===== src/rtl/sdram_rd_collect.sv =====
// Collects one SDRAM read burst into a FWFT FIFO and hands it to the host over valid/ready.
// Optional MARKER_STRIP_EN: the burst-stop marker word ends the burst but is neither stored nor counted.
module sdram_rd_collect #(
    parameter int AW        = 4,
    parameter int MAX_BURST = 256
) (
    input  logic        clk,
    input  logic        rst,
    input  logic        rd_start,
    input  logic        rd_valid,
    input  logic [15:0] rd_data,
    output logic [15:0] out_data,
    output logic        out_valid,
    input  logic        out_ready,
    output logic        busy,
    output logic        burst_done,
    output logic [8:0]  word_cnt,
    output logic        overflow
);

    localparam logic [AW:0] DEPTH   = (AW+1)'(1 << AW);
    localparam logic [8:0]  MAX_CNT = 9'(MAX_BURST);

    typedef enum logic [1:0] {S_IDLE, S_COLLECT, S_DONE} state_t;

    state_t          r_state;
    state_t          w_state_nxt;
    logic [15:0]     r_mem [2**AW];
    logic [AW-1:0]   r_wr_ptr;
    logic [AW-1:0]   r_rd_ptr;
    logic [AW:0]     r_count;
    logic [8:0]      r_word_cnt;
    logic            r_overflow;

    logic            w_accept;
    logic            w_marker;
    logic            w_keep;
    logic [8:0]      w_cnt_inc;
    logic            w_term;
    logic            w_full;
    logic            w_empty;
    logic            w_pop;
    logic            w_push;
    logic            w_drop;

    assign w_accept  = (r_state == S_COLLECT) && rd_valid;
    assign w_marker  = rd_data[15];
`ifdef MARKER_STRIP_EN
    assign w_keep    = w_accept && !w_marker;
`else
    assign w_keep    = w_accept;
`endif
    assign w_cnt_inc = r_word_cnt + 9'd1;
    // Marker and limit both end the burst; a dropped word still terminates it.
    assign w_term    = (w_accept && w_marker) || (w_keep && (w_cnt_inc == MAX_CNT));

    assign w_full    = (r_count == DEPTH);
    assign w_empty   = (r_count == '0);
    assign w_pop     = !w_empty && out_ready;
    assign w_push    = w_keep && (!w_full || w_pop);
    assign w_drop    = w_keep && w_full && !w_pop;

    always_ff @(posedge clk) begin
        if (rst) begin
            r_state <= S_IDLE;
        end else begin
            r_state <= w_state_nxt;
        end
    end

    always_comb begin
        w_state_nxt = r_state;
        case (r_state)
            S_IDLE:    if (rd_start) w_state_nxt = S_COLLECT;
            S_COLLECT: if (w_term)   w_state_nxt = S_DONE;
            S_DONE:    w_state_nxt = S_IDLE;
            default:   w_state_nxt = S_IDLE;
        endcase
    end

    always_ff @(posedge clk) begin
        if (rst) begin
            r_wr_ptr   <= '0;
            r_rd_ptr   <= '0;
            r_count    <= '0;
            r_word_cnt <= '0;
            r_overflow <= 1'b0;
        end else begin
            if (w_push) r_wr_ptr <= r_wr_ptr + AW'(1);
            if (w_pop)  r_rd_ptr <= r_rd_ptr + AW'(1);
            case ({w_push, w_pop})
                2'b10:   r_count <= r_count + (AW+1)'(1);
                2'b01:   r_count <= r_count - (AW+1)'(1);
                default: r_count <= r_count;
            endcase
            if (r_state == S_IDLE && rd_start) begin
                r_word_cnt <= '0;
            end else if (w_keep) begin
                r_word_cnt <= w_cnt_inc;
            end
            if (w_drop) r_overflow <= 1'b1;
        end
    end

    // Storage carries no reset; only pointers and count define what is valid.
    always_ff @(posedge clk) begin
        if (w_push) r_mem[r_wr_ptr] <= rd_data;
    end

    assign out_valid  = !w_empty;
    assign out_data   = w_empty ? 16'h0000 : r_mem[r_rd_ptr];
    assign busy       = (r_state == S_COLLECT);
    assign burst_done = (r_state == S_DONE);
    assign word_cnt   = r_word_cnt;
    assign overflow   = r_overflow;

endmodule


===== config.mk =====
export PLATFORM = sky130hd
export DESIGN_NAME = sdram_rd_collect
export DESIGN_NICKNAME = d
export VERILOG_FILES = /design/src/rtl/sdram_rd_collect.sv
export SDC_FILE = /design/constraint.sdc
export NUM_CORES = 1
export LEC_CHECK = 0
export CAP_MARGIN = 5
export CORE_MARGIN = 2
export CORE_UTILIZATION = 60
export DETAILED_ROUTE_END_ITERATION = 8
export PLACE_DENSITY = 0.82
export SYNTH_ARGS = -nofsm -noshare
export SYNTH_HDL_FRONTEND = slang
export SYNTH_SLANG_ARGS = --single-unit

===== constraint.sdc =====
create_clock -name clk -period 3.3 [get_ports clk]
set_input_delay 0.66 -clock clk [delete_from_list [all_inputs] [get_ports clk]]
set_output_delay 0.66 -clock clk [all_outputs]
set_load 0.05 [all_outputs]

Word-level counts from Yosys, hierarchy flattened
Memories as Yosys holds them, arrays and structs flattened. A register that Yosys moved wholly into a read port is not among the register bits.
Index checks and enable logic that the tools add are counted.
{"block": "op_classes", "n_mux": 9, "reduce_logical": 18, "n_eq_ne": 8, "addsub": 5}
{"op": "two-way mux 16 bit", "count": 1}
{"op": "case mux 5 bit (2 select lines)", "count": 1}
{"op": "adder 9 x 1 -> 9 bit, second input constant", "count": 1}
{"op": "== test 9 bit, second input constant", "count": 1}
{"op": "adder 4 x 1 -> 4 bit, second input constant", "count": 2}
{"op": "logical AND 1 bit", "count": 8}
{"op": "two-way mux 4 bit", "count": 2}
{"op": "adder 5 x 1 -> 5 bit, second input constant", "count": 1}
{"op": "== test 5 bit, second input constant", "count": 1}
{"op": "logical NOT 5 bit", "count": 1}
{"op": "subtractor 5 x 1 -> 5 bit, second input constant", "count": 1}
{"op": "== test 2 x 1 -> 1 bit, second input constant", "count": 2}
{"op": "== test 2 bit, second input constant", "count": 2}
{"op": "two-way mux 2 bit", "count": 2}
{"op": "case mux 2 bit (2 select lines)", "count": 1}
{"op": "logical NOT 1 bit", "count": 3}
{"op": "logical NOT 2 bit", "count": 1}
{"op": "logical OR 1 bit", "count": 2}
{"op": "two-way mux 1 bit", "count": 2}
{"op": "inequality test 2 x 1 -> 1 bit, second input constant", "count": 1}
{"op": "inequality test 2 bit, second input constant", "count": 1}
{"op": "AND reduction 2 bit", "count": 1}
{"op": "nonzero test 2 bit", "count": 1}
{"op": "OR reduction 2 bit", "count": 1}
{"block": "word_totals", "ramBits": 256, "mem_count": 1, "in_bits": 21, "register_bits": 25}
{"name": "r_mem", "depth": 16, "width": 16, "read_ports": 1, "rd_clocked_by_memory_dff": 1, "write_ports": 1, "line": "28", "rtl": "logic [15:0] r_mem [2**AW];"}

Logic depth before layout (Yosys ltp)
Gate-level depths: netlist of run 1.
{"block": "logic_depth", "depth_word": 7, "depth_mapped": 10, "mapped_depth_nobuf": 10}

Worst setup path after synthesis of run 1
Ideal clock, no wire load.
{"block": "synth_path", "kind": "input -> register", "startpoint": "in rd_valid", "endpoint": "mem r_mem[3][0] (enable)", "path_buffers": 0, "path_stages": 4, "setup_time_ns": 0.409, "slack_ns": 0.347, "arrival_time_ns": 2.544, "cell_sequence": "nand3b_1 > a31oi_2 > nand2_1 > nor3_1"}
{"block": "synth_between", "elab_chain_cells": 4}
{"element": "start: declaration", "line": "10", "rtl": "input logic rd_valid,"}
{"element": "logical AND 1 bit", "line": "46", "rtl": "assign w_accept = (r_state == S_COLLECT) && rd_valid;"}
{"element": "logical AND 1 bit", "line": "60", "rtl": "assign w_push = w_keep && (!w_full || w_pop);"}
{"element": "two-way mux 1 bit", "line": "107", "rtl": "if (w_push) r_mem[r_wr_ptr] <= rd_data;"}
{"element": "two-way mux 1 bit (implied by the code)", "line": "107"}
{"element": "end: declaration", "line": "28"}
No other way between the ends.

==> results of run 1 <==
worst min path at each step:
| stage | startpoint | end | slack, ns | depth (start not counted) |
|---|---|---|---|---|
| after CTS | overflow | overflow | 0.49 | 2 |
| after global routing | r_rd_ptr[1] | register | 0.53 | 2 |
| final | overflow | overflow | 0.48 | 2 |
| after floorplan | r_rd_ptr[1] | register | 0.47 | 2 |
| after global placement | overflow | overflow | 0.46 | 2 |
| after detailed placement | overflow | overflow | 0.46 | 2 |
power by group through the flow:
stage          clock, mW  combinational [mW]  sequential [mW]
2_1_floorplan          0                1.47             4.10
3_3_place_gp           0                1.96             4.14
3_5_place_dp           0                2.01             4.15
4_1_cts             3.07                2.04             4.07
5_1_grt             3.20                2.14             4.08
6_report            3.02                2.03             4.07
layout by cell type, fill, tap and decap left out, types with 5 or more instances in the layout:
| cell type | Yosys | routed |
|---|---|---|
| nand2_1 | 17 | 16 |
| a21oi_1 | 5 | 5 |
| xnor2_1 | 8 | 8 |
| buf_4 | 0 | 55 |
| clkbuf_16 | 0 | 29 |
| mux2i_1 | 34 | 34 |
| nor2_1 | 36 | 36 |
| ha_1 | 10 | 10 |
| mux4_2 | 64 | 64 |
| o22ai_1 | 16 | 16 |
| clkinv_1 | 0 | 8 |
| clkdlybuf4s50_1 | 0 | 33 |
| inv_1 | 7 | 7 |
| nand2b_1 | 6 | 6 |
| edfxtp_1 | 256 | 256 |
| dfxtp_1 | 29 | 26 |
| clkbuf_1 | 17 | 5 |
| nand4_1 | 5 | 5 |
| clkinv_2 | 1 | 7 |
| xor2_1 | 12 | 12 |
per-layer routing:
metal  track usage  part of all wire
met2        0.3979              0.50
met4       0.07526             0.031
met1        0.3289              0.39
met5             0                 0
met3       0.05639             0.079
sequential cells by signal, summed over array words and instances (netlist names), named ones only:
signal / count
r_state: 2
r_mem: 256
r_count: 5
r_wr_ptr: 4
overflow: 1
r_rd_ptr: 4
word_cnt: 9
worst max-delay path, cell delays in order, from the launching register on:
cell,delay (ns)
dfxtp_4,0.43
buf_12,0.29
mux4_2,0.55
mux2i_1,0.20
o22ai_1,0.16
buf_4,0.23
cell usage after synthesis (2+ instances only):
cell type / count
xnor2_1: 8
nor2b_1: 3
nand2b_1: 6
dfxtp_1: 29
a211oi_1: 2
and3_1: 3
nand4_1: 5
nand3_1: 2
inv_1: 7
clkbuf_1: 17
o21a_1: 2
nand2_1: 17
nor2_1: 36
xor2_1: 12
ha_1: 10
o22ai_1: 16
a21o_1: 2
buf_1: 3
mux4_2: 64
mux2i_1: 34
a31oi_1: 2
edfxtp_1: 256
nand3b_1: 2
a21oi_1: 5
buf_2: 10
nor3_1: 5
area by class of cell:
class / instances / area (um2) / area share
inverters: 8 / 31.28 / 0.002383
well taps: 234 / 292.8 / 0.02231
clock inverters: 17 / 128.9 / 0.009820
flip-flops and latches: 285 / 8277 / 0.6307
repair buffers: 92 / 814.5 / 0.06207
diodes: 1 / 2.502 / 0.0001907
multi-input cells: 254 / 2833 / 0.2158
clock buffers: 34 / 744.5 / 0.05673
per-stage QoR:
stage                     area [um2]  hold WS [ns]  total power [mW]  utilization  std cells
final                          13120        0.4812             9.123       0.7087        925
after global placement         12230        0.4580             6.102       0.6606        873
after detailed placement       12230        0.4640             6.155       0.6606        873
after floorplan                11230        0.4678             5.562            -        577
after global routing           13120        0.5307             9.426       0.7087        925
after CTS                      13120        0.4898             9.183       0.7082        924
repair_timing:
action,4_1_cts,5_1_grt
resized for setup,2,2
hold buffers,0,0
endpoints found under the setup margin,16,5
buffers inserted,0,0
cell families (layout without fill, tap and decap cells):
group           Yosys count  after routing  share of synthesized area
fa+ha+maj                11             11                    0.01293
buf+inv                  38            151                    0.01393
other cells               0              1                          0
flops                   285            285                     0.7363
simple gates             86             86                    0.03666
compound gates           39             39                    0.02585
xor+xnor                 20             20                    0.01560
mux                      98             98                     0.1587
==> impl_metrics.ini, run 1 <==
[global_route]
grt_pass1_wl_mm = 35.62
grt_max_degree = 39
overflow = 0
antenna_found_initial = 1
grt_pass1_vias = 6144
grt_use_total = 0.2420

[floorplanning]
fp.dieW_um = 140.8
dieArea_um2 = 19820
die_y_um = 140.8
pin_count = 50
core_area_um2 = 18520
num_rows = 50
start_util = 0.6064

[setup_path]
cp-start-kind = register
required_ns = 2.64
cp-end-kind = output port
reg2reg_to = r_count[4]
crit_path_end = out_data[13]
r2r_setup_slack_ns = 0.59
crit_type = reg -> out
worst-r2r-cell-count = 9
r2r-start = r_count[3]
cp_max_fo = 38
arrival_ns = 2.45

[clock_network]
path_clk_slew_ns = 0.06
cts_tree = yes
insertion_delay_ns = 0.54
cts_max_path_buffers = 3
cts_buffers = 28
cts.sinks = 285
clk_root_buffer_cell = clkbuf_16
htreeDepth = 1

[synth]
synth-seq-cells = 285
async_reset_ff_frac = 0
yosysTopAreaCellShare = 0.6846
yosysTopAreaCell = edfxtp_1
syn_area_um2 = 11230
synth_ff_type = edfxtp_1
syn_area_per_cell_um2 = 19.46
seq_area_frac_synth = 0.7363
syn_nets = 609
synthCells = 577
ys.warnings.count = 0
synth_edf_count = 256
ys_types = 45
ys_top_cells_by_area = edfxtp_1, mux4_2, dfxtp_1

[route]
drtIter0Drc = 526
wl_mm = 23.29
routedWlPerCell_um = 25.18
vias = 5897
via_per_inst = 6.375
dr.pass1.iters = 5
ant_nets = 0
drcViolationCount = 0

[power]
p_seq_frac = 0.446
leakagePower_nw = 4.222
p_per_area_nw_per_um2 = 695.2
p_int_mw = 6.561
peakVddDrop_v = 0.0007292
switchingPower_mw = 2.563
clockPowerShare = 0.331
p_sw_frac = 0.2809
power_frac_comb = 0.222

[sta]
hold_viol_final = 0
worstMarginPinSlew_ns = 0.7627
maxSlewViolCount = 0
period_minus_slack_ns = 3.110
worst_slack_ns = 0.1897
tns_ns = 0
max-slew-margin-rel = 0.4899
rsz0062_at_grt = no
fmax_ghz = 0.3215
setup_viol = 0
clock_skew_ns = 0.01457
post-route-period-util = 0.9425

[place]
portBuffers = 49
dp_slack_ns = 0.2814
dp_hpwl_mm = 14.03
gp_congestion = 0.8774

[job]
maxCapViolCount = 0

[status]
status = complete, no violations

[cells_and_area]
drive_gt1_frac = 0.2580
fillers = 1109
layout.nets = 701
syn_to_final_growth_pct = 16.88

[hold_path]
hp-class = reg -> reg
Note: power is estimated with default switching activity, not from simulation.
==> run 2, diff against run 1 <==
Settings changed: ABC_AREA from default to 1.
==> impl_metrics.ini, run 2 <==
[floorplanning]
start_util = 0.6102
dieArea_um2 = 20930
fp.dieW_um = 144.7
pin_count = 50
num_rows = 51
die_y_um = 144.7
core_area_um2 = 19460

[synth]
synth_edf_count = 256
synth_ff_type = edfxtp_1
yosysTopAreaCell = edfxtp_1
synth-seq-cells = 285
syn_nets = 1081
seq_area_frac_synth = 0.6962
syn_area_um2 = 11880
synthCells = 1049
syn_area_per_cell_um2 = 11.32
synth_commonest_cells = nand2_1, edfxtp_1, a21oi_1
async_reset_ff_frac = 0
ys_top_cells_by_area = edfxtp_1, nand2_1, dfxtp_1
synthMostInstantiatedCell = nand2_1
yosysTopAreaCellShare = 0.6474
ys_types = 31
ys.warnings.count = 0

[clock_network]
cts_tree = yes
path_clk_slew_ns = 0.06
clk_root_buffer_cell = clkbuf_16
cts_setup_buffers = 0
htreeDepth = 1
cts.sinks = 285
cts_max_path_buffers = 3
insertion_delay_ns = 0.54
cts_buffers = 29

[cells_and_area]
largest_reg_flops = 256
diodes = 0
syn_to_final_growth_pct = 16.94
final-instance-count-excl-fill = 1400
drive_gt1_frac = 0.1119
most-common-layout-cells = nand2_1, edfxtp_1, a21oi_1, nor2_1, nand3_1
layout.nets = 1145
layout_commonest_cell = nand2_1
largest-register = r_mem

[power]
power_mw = 11.60
p_sw_frac = 0.3599
power_frac_comb = 0.364
p_int_mw = 7.422
clockPowerShare = 0.281
peakVddDrop_v = 0.0008946
switchingPower_mw = 4.173
p_per_area_nw_per_um2 = 835.0
p_seq_frac = 0.355
leakagePower_nw = 5.056

[job]
maxCapViolCount = 0

[global_route]
grt_use_total = 0.2691
grt_max_degree = 85
overflow = 0
antenna_found_initial = 0
grt_pass1_vias = 8027
grt_pass1_wl_mm = 42.71

[sta]
setup_viol = 0
rsz0062_at_grt = no
post-route-period-util = 0.9702
period_minus_slack_ns = 3.202
clock_skew_ns = 0.01339
maxSlewViolCount = 0
fmax_ghz = 0.3123
worstMarginPinSlew_ns = 0.8512
max-slew-margin-rel = 0.4319
tns_ns = 0
whs_ns = 0.5231
hold_viol_final = 0

[setup_path]
required_ns = 2.64
worst-r2r-cell-count = 9
cp-end-kind = output port
arrival_ns = 2.54
cp-start-kind = register
crit_type = reg -> out
cp_max_fo = 84

[route]
via_per_inst = 5.991
drtIter0Drc = 1015
routedWlPerCell_um = 19.98
vias = 8387
ant_nets = 0
drcViolationCount = 0
dr.pass1.iters = 8
wl_mm = 27.97

[place]
placedCellCount = 1347
dp_hpwl_mm = 16.14
portBuffers = 49
gp_congestion = 0.8647

[hold_path]
holdPathStages = 2
hp-class = reg -> reg

[status]
status = complete, no violations
[run 2: cell count changes in the layout (fill, tap and decap cells not counted), sizes merged, moves of 5 or more]
cell / delta
nand2: +263
a21oi: +98
nand3: +78
nor2: +66
mux4: -64
o21ai: +44
mux2i: -34
inv: +32
o31ai: +32
o22ai: -16
xor2: -9
nand2b: -6
xnor2: -6
clkinv: -5
[run 2: final timing paths]
kind,from,end,slack [ns]
worst max-delay path,register,out_data[0],0.1
worst min-delay path,r_rd_ptr[2],register,0.52
worst max register to register,r_count[1],r_mem[6][6],1.21
worst min register to register,r_rd_ptr[2],register,0.52
[run 2: critical path, stage by stage (launching register included)]
cell	delay [ns]
dfxtp_4	0.41
clkinv_2	0.10
buf_12	0.32
nand2_1	0.11
nand3_1	0.08
nand2_1	0.05
a21oi_1	0.15
o31ai_1	0.12
a21oi_1	0.43
buf_12	0.20
[run 2: power groups by stage]
stage | clock (mW) | combinational (mW) | sequential [mW]
floorplan | 0 | 2.66 | 4.16
global route | 3.41 | 4.50 | 4.13
finish | 3.25 | 4.22 | 4.12
detailed placement | 0 | 4.14 | 4.20
global placement | 0 | 4.06 | 4.19
CTS | 3.27 | 4.20 | 4.12
[run 2: cell families (layout without fill, tap and decap cells)]
group,Yosys count,after routing,synth area share
AO/OA/AOI/OAI,184,184,0.08577
XOR/XNOR,5,5,0.003688
adder cells (fa/ha/maj),11,11,0.01222
buffers and inverters,95,181,0.04025
flip-flops,285,285,0.6962
AND/OR/NAND/NOR,469,469,0.1618
[run 2: repair_timing]
item                                   CTS  global route
hold buffers                             0             0
resized for setup                        0             3
endpoints found under the hold margin    0             0
setup endpoints to repair                0             3
[run 2: area by class of cell]
class / instances / area [um2]
Sequential cell: 285 / 8273
Fill cell: 1258 / 5575
Multi-Input combinational cell: 669 / 3168
Timing Repair Buffer: 88 / 1010
Clock buffer: 36 / 752.0
Tap cell: 265 / 331.6
Clock inverter: 17 / 196.4
Inverter: 40 / 156.4
[run 2: through the flow]
stage	setup WS (ns)	utilization	cell area [um2]
global placement	0.7363	0.6642	12930
detailed placement	0.6894	0.6642	12930
finish	0.09829	0.7135	13890
global route	0.03102	0.7135	13890
CTS	0.04921	0.7129	13870
floorplan	0.7015	-	11880
[run 2: per-layer routing]
metal / GRT usage / up-vias / share of wire
met5: 0 / - / 0
met4: 0.09607 / 0 / 0.028
met3: 0.03653 / 73 / 0.090
met2: 0.4378 / 508 / 0.49
met1: 0.3780 / 4007 / 0.39
li1: - / 3799 / -
